$ cat src/rtl/hazard_ctrl.sv
// Pipeline hazard controller: scoreboard of in-flight writers, load-use/RAW/branch/memory-wait control, stall counter.
// Optional forwarding select outputs (fwd_a/fwd_b) and removal of the RAW stall are enabled with `define HAZ_FWD_EN.
module hazard_ctrl #(
    parameter int XLEN = 32,
    parameter int RA_W = 5
) (
    input  logic            clk,
    input  logic            rst_n,
    input  logic            D_valid,
    input  logic [RA_W-1:0] D_rs1,
    input  logic [RA_W-1:0] D_rs2,
    input  logic            D_use_rs1,
    input  logic            D_use_rs2,
    input  logic [RA_W-1:0] D_rd,
    input  logic            D_we,
    input  logic            D_ld,
    input  logic            D_str,
    input  logic            EX_brn_taken,
    input  logic            mem_ready,
    output logic            stall_F,
    output logic            hold_D,
    output logic            flush_D,
    output logic            stall_D,
    output logic            freeze,
    output logic [1:0]      hz_state,
    output logic [XLEN-1:0] stall_cnt
`ifdef HAZ_FWD_EN
    ,
    output logic [1:0]      fwd_a,
    output logic [1:0]      fwd_b
`endif
);

    typedef struct packed {
        logic            v;
        logic [RA_W-1:0] rd;
        logic            we;
        logic            ld;
        logic            str;
    } slot_t;

    typedef enum logic [1:0] {
        HZ_RUN     = 2'd0,
        HZ_DATA    = 2'd1,
        HZ_FLUSH   = 2'd2,
        HZ_MEMWAIT = 2'd3
    } hz_e;

    slot_t           ex_q, ex_d, mem_q, mem_d;
    hz_e             hz_q, hz_d;
    logic [XLEN-1:0] cnt_q, cnt_d;

    logic memwait, branch, lduse, raw;
    logic ex_m1, ex_m2, mem_m1, mem_m2;

    function automatic logic slot_match(input slot_t s, input logic use_f,
                                        input logic [RA_W-1:0] rs);
        return s.v && s.we && (s.rd != '0) && use_f && (rs == s.rd);
    endfunction

    assign ex_m1  = slot_match(ex_q,  D_use_rs1, D_rs1);
    assign ex_m2  = slot_match(ex_q,  D_use_rs2, D_rs2);
    assign mem_m1 = slot_match(mem_q, D_use_rs1, D_rs1);
    assign mem_m2 = slot_match(mem_q, D_use_rs2, D_rs2);

    assign memwait = mem_q.v && (mem_q.ld || mem_q.str) && !mem_ready;
    assign branch  = EX_brn_taken;
    assign lduse   = D_valid && ex_q.ld && (ex_m1 || ex_m2);
`ifdef HAZ_FWD_EN
    assign raw     = 1'b0;
`else
    assign raw     = D_valid && (ex_m1 || ex_m2 || mem_m1 || mem_m2);
`endif

    // NOTE: every always_comb output gets a default first so no path leaves it unassigned (no latch).
    always_comb begin
        stall_F = 1'b0;
        hold_D  = 1'b0;
        flush_D = 1'b0;
        stall_D = 1'b0;
        freeze  = 1'b0;
        hz_d    = HZ_RUN;

        if (memwait) begin
            freeze  = 1'b1;
            stall_F = 1'b1;
            hold_D  = 1'b1;
            hz_d    = HZ_MEMWAIT;
        end else if (branch) begin
            // The decode instruction is wrong-path, so any data hazard it has is irrelevant.
            flush_D = 1'b1;
            stall_D = 1'b1;
            hz_d    = HZ_FLUSH;
        end else if (lduse || raw) begin
            stall_D = 1'b1;
            stall_F = 1'b1;
            hold_D  = 1'b1;
            hz_d    = HZ_DATA;
        end

        mem_d = mem_q;
        ex_d  = ex_q;
        if (!freeze) begin
            mem_d = ex_q;
            ex_d  = stall_D ? '0 : slot_t'{D_valid, D_rd, D_we, D_ld, D_str};
        end

        cnt_d = cnt_q;
        if ((stall_F || stall_D) && (cnt_q != '1)) begin
            cnt_d = cnt_q + 1'b1;
        end
    end

    // NOTE: sequential state uses non-blocking assignments so every register samples pre-edge values.
    always_ff @(posedge clk or negedge rst_n) begin
        if (!rst_n) begin
            ex_q  <= '0;
            mem_q <= '0;
            hz_q  <= HZ_RUN;
            cnt_q <= '0;
        end else begin
            ex_q  <= ex_d;
            mem_q <= mem_d;
            hz_q  <= hz_d;
            cnt_q <= cnt_d;
        end
    end

    assign hz_state  = hz_q;
    assign stall_cnt = cnt_q;

`ifdef HAZ_FWD_EN
    logic [1:0] fwd_a_q, fwd_a_d, fwd_b_q, fwd_b_d;

    // The EX/MEM result is younger than MEM/WB, so an EX-slot hit wins.
    always_comb begin
        fwd_a_d = fwd_a_q;
        fwd_b_d = fwd_b_q;
        if (!stall_D && !freeze) begin
            fwd_a_d = ex_m1 ? 2'b01 : (mem_m1 ? 2'b10 : 2'b00);
            fwd_b_d = ex_m2 ? 2'b01 : (mem_m2 ? 2'b10 : 2'b00);
        end
    end

    always_ff @(posedge clk or negedge rst_n) begin
        if (!rst_n) begin
            fwd_a_q <= 2'b00;
            fwd_b_q <= 2'b00;
        end else begin
            fwd_a_q <= fwd_a_d;
            fwd_b_q <= fwd_b_d;
        end
    end

    assign fwd_a = fwd_a_q;
    assign fwd_b = fwd_b_q;
`endif

endmodule

$ cat config.mk
export PLATFORM = sky130hd
export DESIGN_NAME = hazard_ctrl
export DESIGN_NICKNAME = d
export VERILOG_FILES = /design/src/rtl/hazard_ctrl.sv
export SDC_FILE = /design/constraint.sdc
export NUM_CORES = 1
export LEC_CHECK = 0
export ABC_CLOCK_PERIOD_IN_PS = 2550
export CORE_ASPECT_RATIO = 0.6
export CORE_MARGIN = 2
export CORE_UTILIZATION = 49
export DETAILED_ROUTE_END_ITERATION = 6
export GPL_ROUTABILITY_DRIVEN = 0
export PLACE_DENSITY = 0.75
export REMOVE_ABC_BUFFERS = 1
export SLEW_MARGIN = 0
export SYNTH_ARGS = -nofsm -noshare
export SYNTH_HDL_FRONTEND = slang
export SYNTH_SLANG_ARGS = --single-unit
$ cat constraint.sdc
create_clock -name clk -period 2.55 [get_ports clk]
set_clock_uncertainty 0.05 [all_clocks]
set_input_delay 0.6375 -clock clk [delete_from_list [all_inputs] [get_ports clk]]
set_output_delay 0.6375 -clock clk [all_outputs]
set_load 0.02 [all_outputs]
# Word level (Yosys, flattened, before mapping)
# Index checks and enable logic that the tools add are counted.
# totals
ff_bits	52
input_bits	25
elab_cells	57
# op_classes
addsub	1
n_eq_ne	5
muxes	12
n_reduce_logical	27
# ops
op	count
32-bit by 1-bit adder with 32-bit output (second input constant)	1
32-bit inequality test (second input constant)	1
5-bit equality test	4
1-bit logical AND	18
5-bit nonzero test	2
1-bit two-way mux	9
9-bit two-way mux	1
1-bit logical OR	6
2-bit two-way mux	2
1-bit logical NOT	1

# Longest topological paths before layout
# depth
word_depth	14
depth_mapped	8

# Worst setup path after synthesis
# Ideal clock, no wire load.
# synth_path
path_type	in2out
start	input mem_ready
end	output stall_F
t_arrival_ps	2017
t_required_ps	1862
setup_slack_ps	-154
stages	4
path_buffers	2
cell_sequence	nor3b_1 -> clkbuf_1 -> o21bai_1 -> buf_4
# synth_via
elab_chain_cells	3
# synth_rtl
item	line_no	source
start, declared	19	input logic mem_ready,
1-bit logical NOT	66	assign memwait = mem_q.v && (mem_q.ld || mem_q.str) && !mem_ready;
1-bit logical AND	66	
1-bit two-way mux	n/a	
end, declared	20	output logic stall_F,
# No other way between the ends.

# Worst setup path after layout
# layout_path
start	register mem_q[5] in the netlist's numbering
end	output stall_F
# layout_via
elab_chain_cells	11
# layout_rtl
item	line_no	source
start, declared	49	slot_t ex_q, ex_d, mem_q, mem_d;
start signal, assigned	123	mem_q <= mem_d;
5-bit nonzero test	58	return s.v && s.we && (s.rd != '0) && use_f && (rs == s.rd);
1-bit logical AND (3 in series)	58	
1-bit logical OR	72	assign raw = D_valid && (ex_m1 || ex_m2 || mem_m1 || mem_m2);
1-bit logical OR (*)	72	
1-bit logical AND (*)	72	
1-bit logical OR (*)	94	end else if (lduse || raw) begin
1-bit two-way mux (*)	94	
1-bit two-way mux (*)	89	end else if (branch) begin
1-bit two-way mux (*)	84	if (memwait) begin
# Mark *: on every way between the ends. The rest lies on a longest branch, timed or not.

==> run summary <==
clock buffer depth: 2
dpl ws: -886.1 ps
Die Wd: 98.20 µm
Fmax: 391.8 MHz
fillers: 393
row cnt: 20
initial core utilization: 51.10%
CTS buffer count: 5
DRC viols: 0
post-layout min period: 2552 ps
H-tree depth: 2
clock share of power: 22.0%
gr usage total: 24.02%
slowest CP cell: dfrtp_2
Comb power frac: 30.1%
Seq/Total Area, Yosys: 49.88%
M2 GR Usage: 32.88%
#FFs+latches synth: 52
worst r2r path cells: 9
worst slew pin tran: 545.6 ps
LEAKAGE: 1.617 nW
crit end category: primary output
largest net degree at the start of global routing: 30
yosys warns: 0
Sw Pwr: 778.3 µW
Post-Syn Instances: 241
initial antenna violation count: 0
Pre-Repair DR Iteration Count: 4
CP max FO: 4
grt ovf: 0
ANT nets after route: 0
final hold violations: 0
Core Region: 0.005105 mm²
Netlist Area Pre-Place: 0.002609 mm²
DP Cell Count: 390
Vias/cell: 5.449
worst setup path end: stall_F
first-pass GRT wire length: 11030 µm
Global Route met1 Usage: 38.25%
initial drt markers: 144
Final nets: 358
DIE HEIGHT: 60.52 µm
Post-DP HPWL: 5004 µm
crit path from: mem_q[5]
VDD IR-drop max: 0.0005941 V
cell repeated most along the worst path: buf_4
Global Route met3 Usage: 4.839%
R2R Setup Slk: 250 ps
vias in the first global route: 2128
Power Dens Cells: 614.0 mW/mm²
Power Total: 2.272 mW
TritonCTS clock tree: done
via count: 2174
RSZ-0062 raised after global routing: true
Worst Slack Setup Final: -2.466 ps
Wirelength per Cell: 16.75 µm
Final Hold Slack: 236.0 ps
Layout area overhead: 41.87%
Antenna diodes: 0
Clock Sinks: 52
final std cells w/o fill: 399
r2r endpoint: stall_cnt[30]
clk root buf: clkbuf_8
CP required: 1860 ps
startpoint types: flop
endpoints failing setup: 1
final WL: 6685 µm
failing checks: negative setup slack
Reg clk slew, reported paths: 110 ps
Setup TNS Final: -2.466 ps
Die ar.: 0.005943 mm²
cell internal pwr: 1.494 mW
layout cell share with drive strength beyond 1: 24.62%
number of port buffers: 63
delay of the slowest critical-path stage: 490 ps
worst-path cell chain: xnor2_2, nand4_1, o22ai_2, buf_4, a22oi_2, o21bai_2, buf_4
status: finished with violations
# IOs: 64
Hold Crit Class: input pin to asynchronous set/reset pin
worst skew pair latency: 320 ps
register share of total power: 47.9%
final worst path period share: 100.1%
Rel. slew slack: 63.63%
synth unique cells: 34
Mean Syn Cell Area: 10.82 µm²
MaxCap Viol Count: 0
busiest layer in global routing: met1
Crit Path Class: flop to primary output
RR Startpoint: mem_q[5]
switching share of power: 34.25%
Final Max Slew Viols: 0
Critical Path AT: 1860 ps
timing repair:
action                     in CTS  in global routing
gates resized for setup        59                  6
gates cloned                    0                  0
pin swaps                      16                  2
buffers inserted                1                  0
hold buffers                    0                  0
setup endpoints to repair       6                  5
stage by stage:
| step | area, µm² | util (%) |
|---|---|---|
| after floorplan | 2560 | - |
| after global routing | 3701 | 72.50 |
| after detailed placement | 3553 | 69.61 |
| final | 3701 | 72.50 |
| after global placement | 3553 | 69.61 |
| after CTS | 3684 | 72.16 |
critical path, delay by kind of cell, from the launching register on:
family | cells | cell delay (ps)
and+or+nand+nor | 1 | 120
DFF | 1 | 490
AOI/OAI and AO/OA | 3 | 440
xor gates and xnor gates | 1 | 180
buffers and inverters | 2 | 320
layout by cell type, fill, tap and decap left out, types with 4 or more instances in the layout:
master,n
mux2_2,9
dlygate4sd2_1,4
xor2_1,28
and3_1,7
nor4_1,11
clkbuf_8,5
clkdlybuf4s50_1,44
nand2_1,18
clkdlybuf4s15_2,5
nor3_1,14
nor2_1,10
buf_4,31
buf_2,4
dfrtp_1,50
xnor2_1,18
xnor2_2,4
nand3_1,10
nand4_1,10
a22o_1,9
synth_stat cells (all sizes together):
cell | n | area (µm²)
a21oi | 3 | 15.01
a221oi | 1 | 8.760
a22o | 9 | 78.83
a22oi | 1 | 7.510
and2 | 1 | 6.260
and3 | 7 | 43.79
and4 | 2 | 17.52
buf | 5 | 30.02
clkbuf | 5 | 18.77
dfrtp | 52 | 1301
ha | 1 | 12.51
inv | 2 | 7.510
mux2 | 10 | 112.6
nand2 | 18 | 67.56
nand2b | 2 | 12.51
nand3 | 11 | 55.05
nand4 | 11 | 75.07
nor2 | 10 | 37.54
nor3 | 16 | 96.35
nor3b | 2 | 15.01
nor4 | 11 | 68.82
nor4b | 3 | 26.28
o21bai | 1 | 7.510
o22ai | 2 | 12.51
or2 | 3 | 18.77
or3 | 1 | 6.260
or4 | 1 | 11.26
xnor2 | 22 | 192.7
xor2 | 28 | 245.2
worst min path at each step:
stage,to,slack (ps),cells past startpoint
after detailed placement,stall_cnt[16],430,1
after CTS,stall_cnt[23],250,1
after floorplan,ex_q[0],290,0
final,stall_cnt[21],240,1
after global placement,stall_cnt[27],420,1
after global routing,ex_q[1],270,1
metal layers:
layer  routed length (µm)  vias to the layer above  share of wire [%]
li1                     -                     1039                  -
met1                 3489                     1065                 52
met2                 2777                       62                 42
met3                  358                        8                5.4
met4                   60                        0               0.90
met5                    0                        -                  0
cell type report:
class	instances	area, µm²	area share (%)
Clock buffer	5	68.82	1.859
Sequential cell	52	1304	35.23
Multi-Input combinational cell	177	1338	36.14
Tap cell	66	82.58	2.231
Timing Repair Buffer	94	874.6	23.63
Inverter	2	7.507	0.2028
Clock inverter	3	26.28	0.7099
power groups by stage:
stage | clock network (mW) | logic, mW | registers (mW)
2_1_floorplan | 0 | 0.216 | 1.18
3_3_place_gp | 0 | 0.665 | 1.09
3_5_place_dp | 0 | 0.679 | 1.10
4_1_cts | 0.510 | 0.685 | 1.09
5_1_grt | 0.545 | 0.740 | 1.11
6_report | 0.500 | 0.684 | 1.09
kinds of logic after synthesis:
family	Yosys count	synth area share, %
compound gates	17	4.988
xor+xnor	50	16.79
fa+ha+maj	1	0.4795
buf+inv	12	2.158
flops	52	49.88
mux	10	4.317
simple gates	99	21.39
registers in the layout, indices dropped and copies added (netlist names):
register and count:
ex_q 9, stall_cnt 32, hz_state 2, mem_q 9
Power figures use the tool's default switching activity.
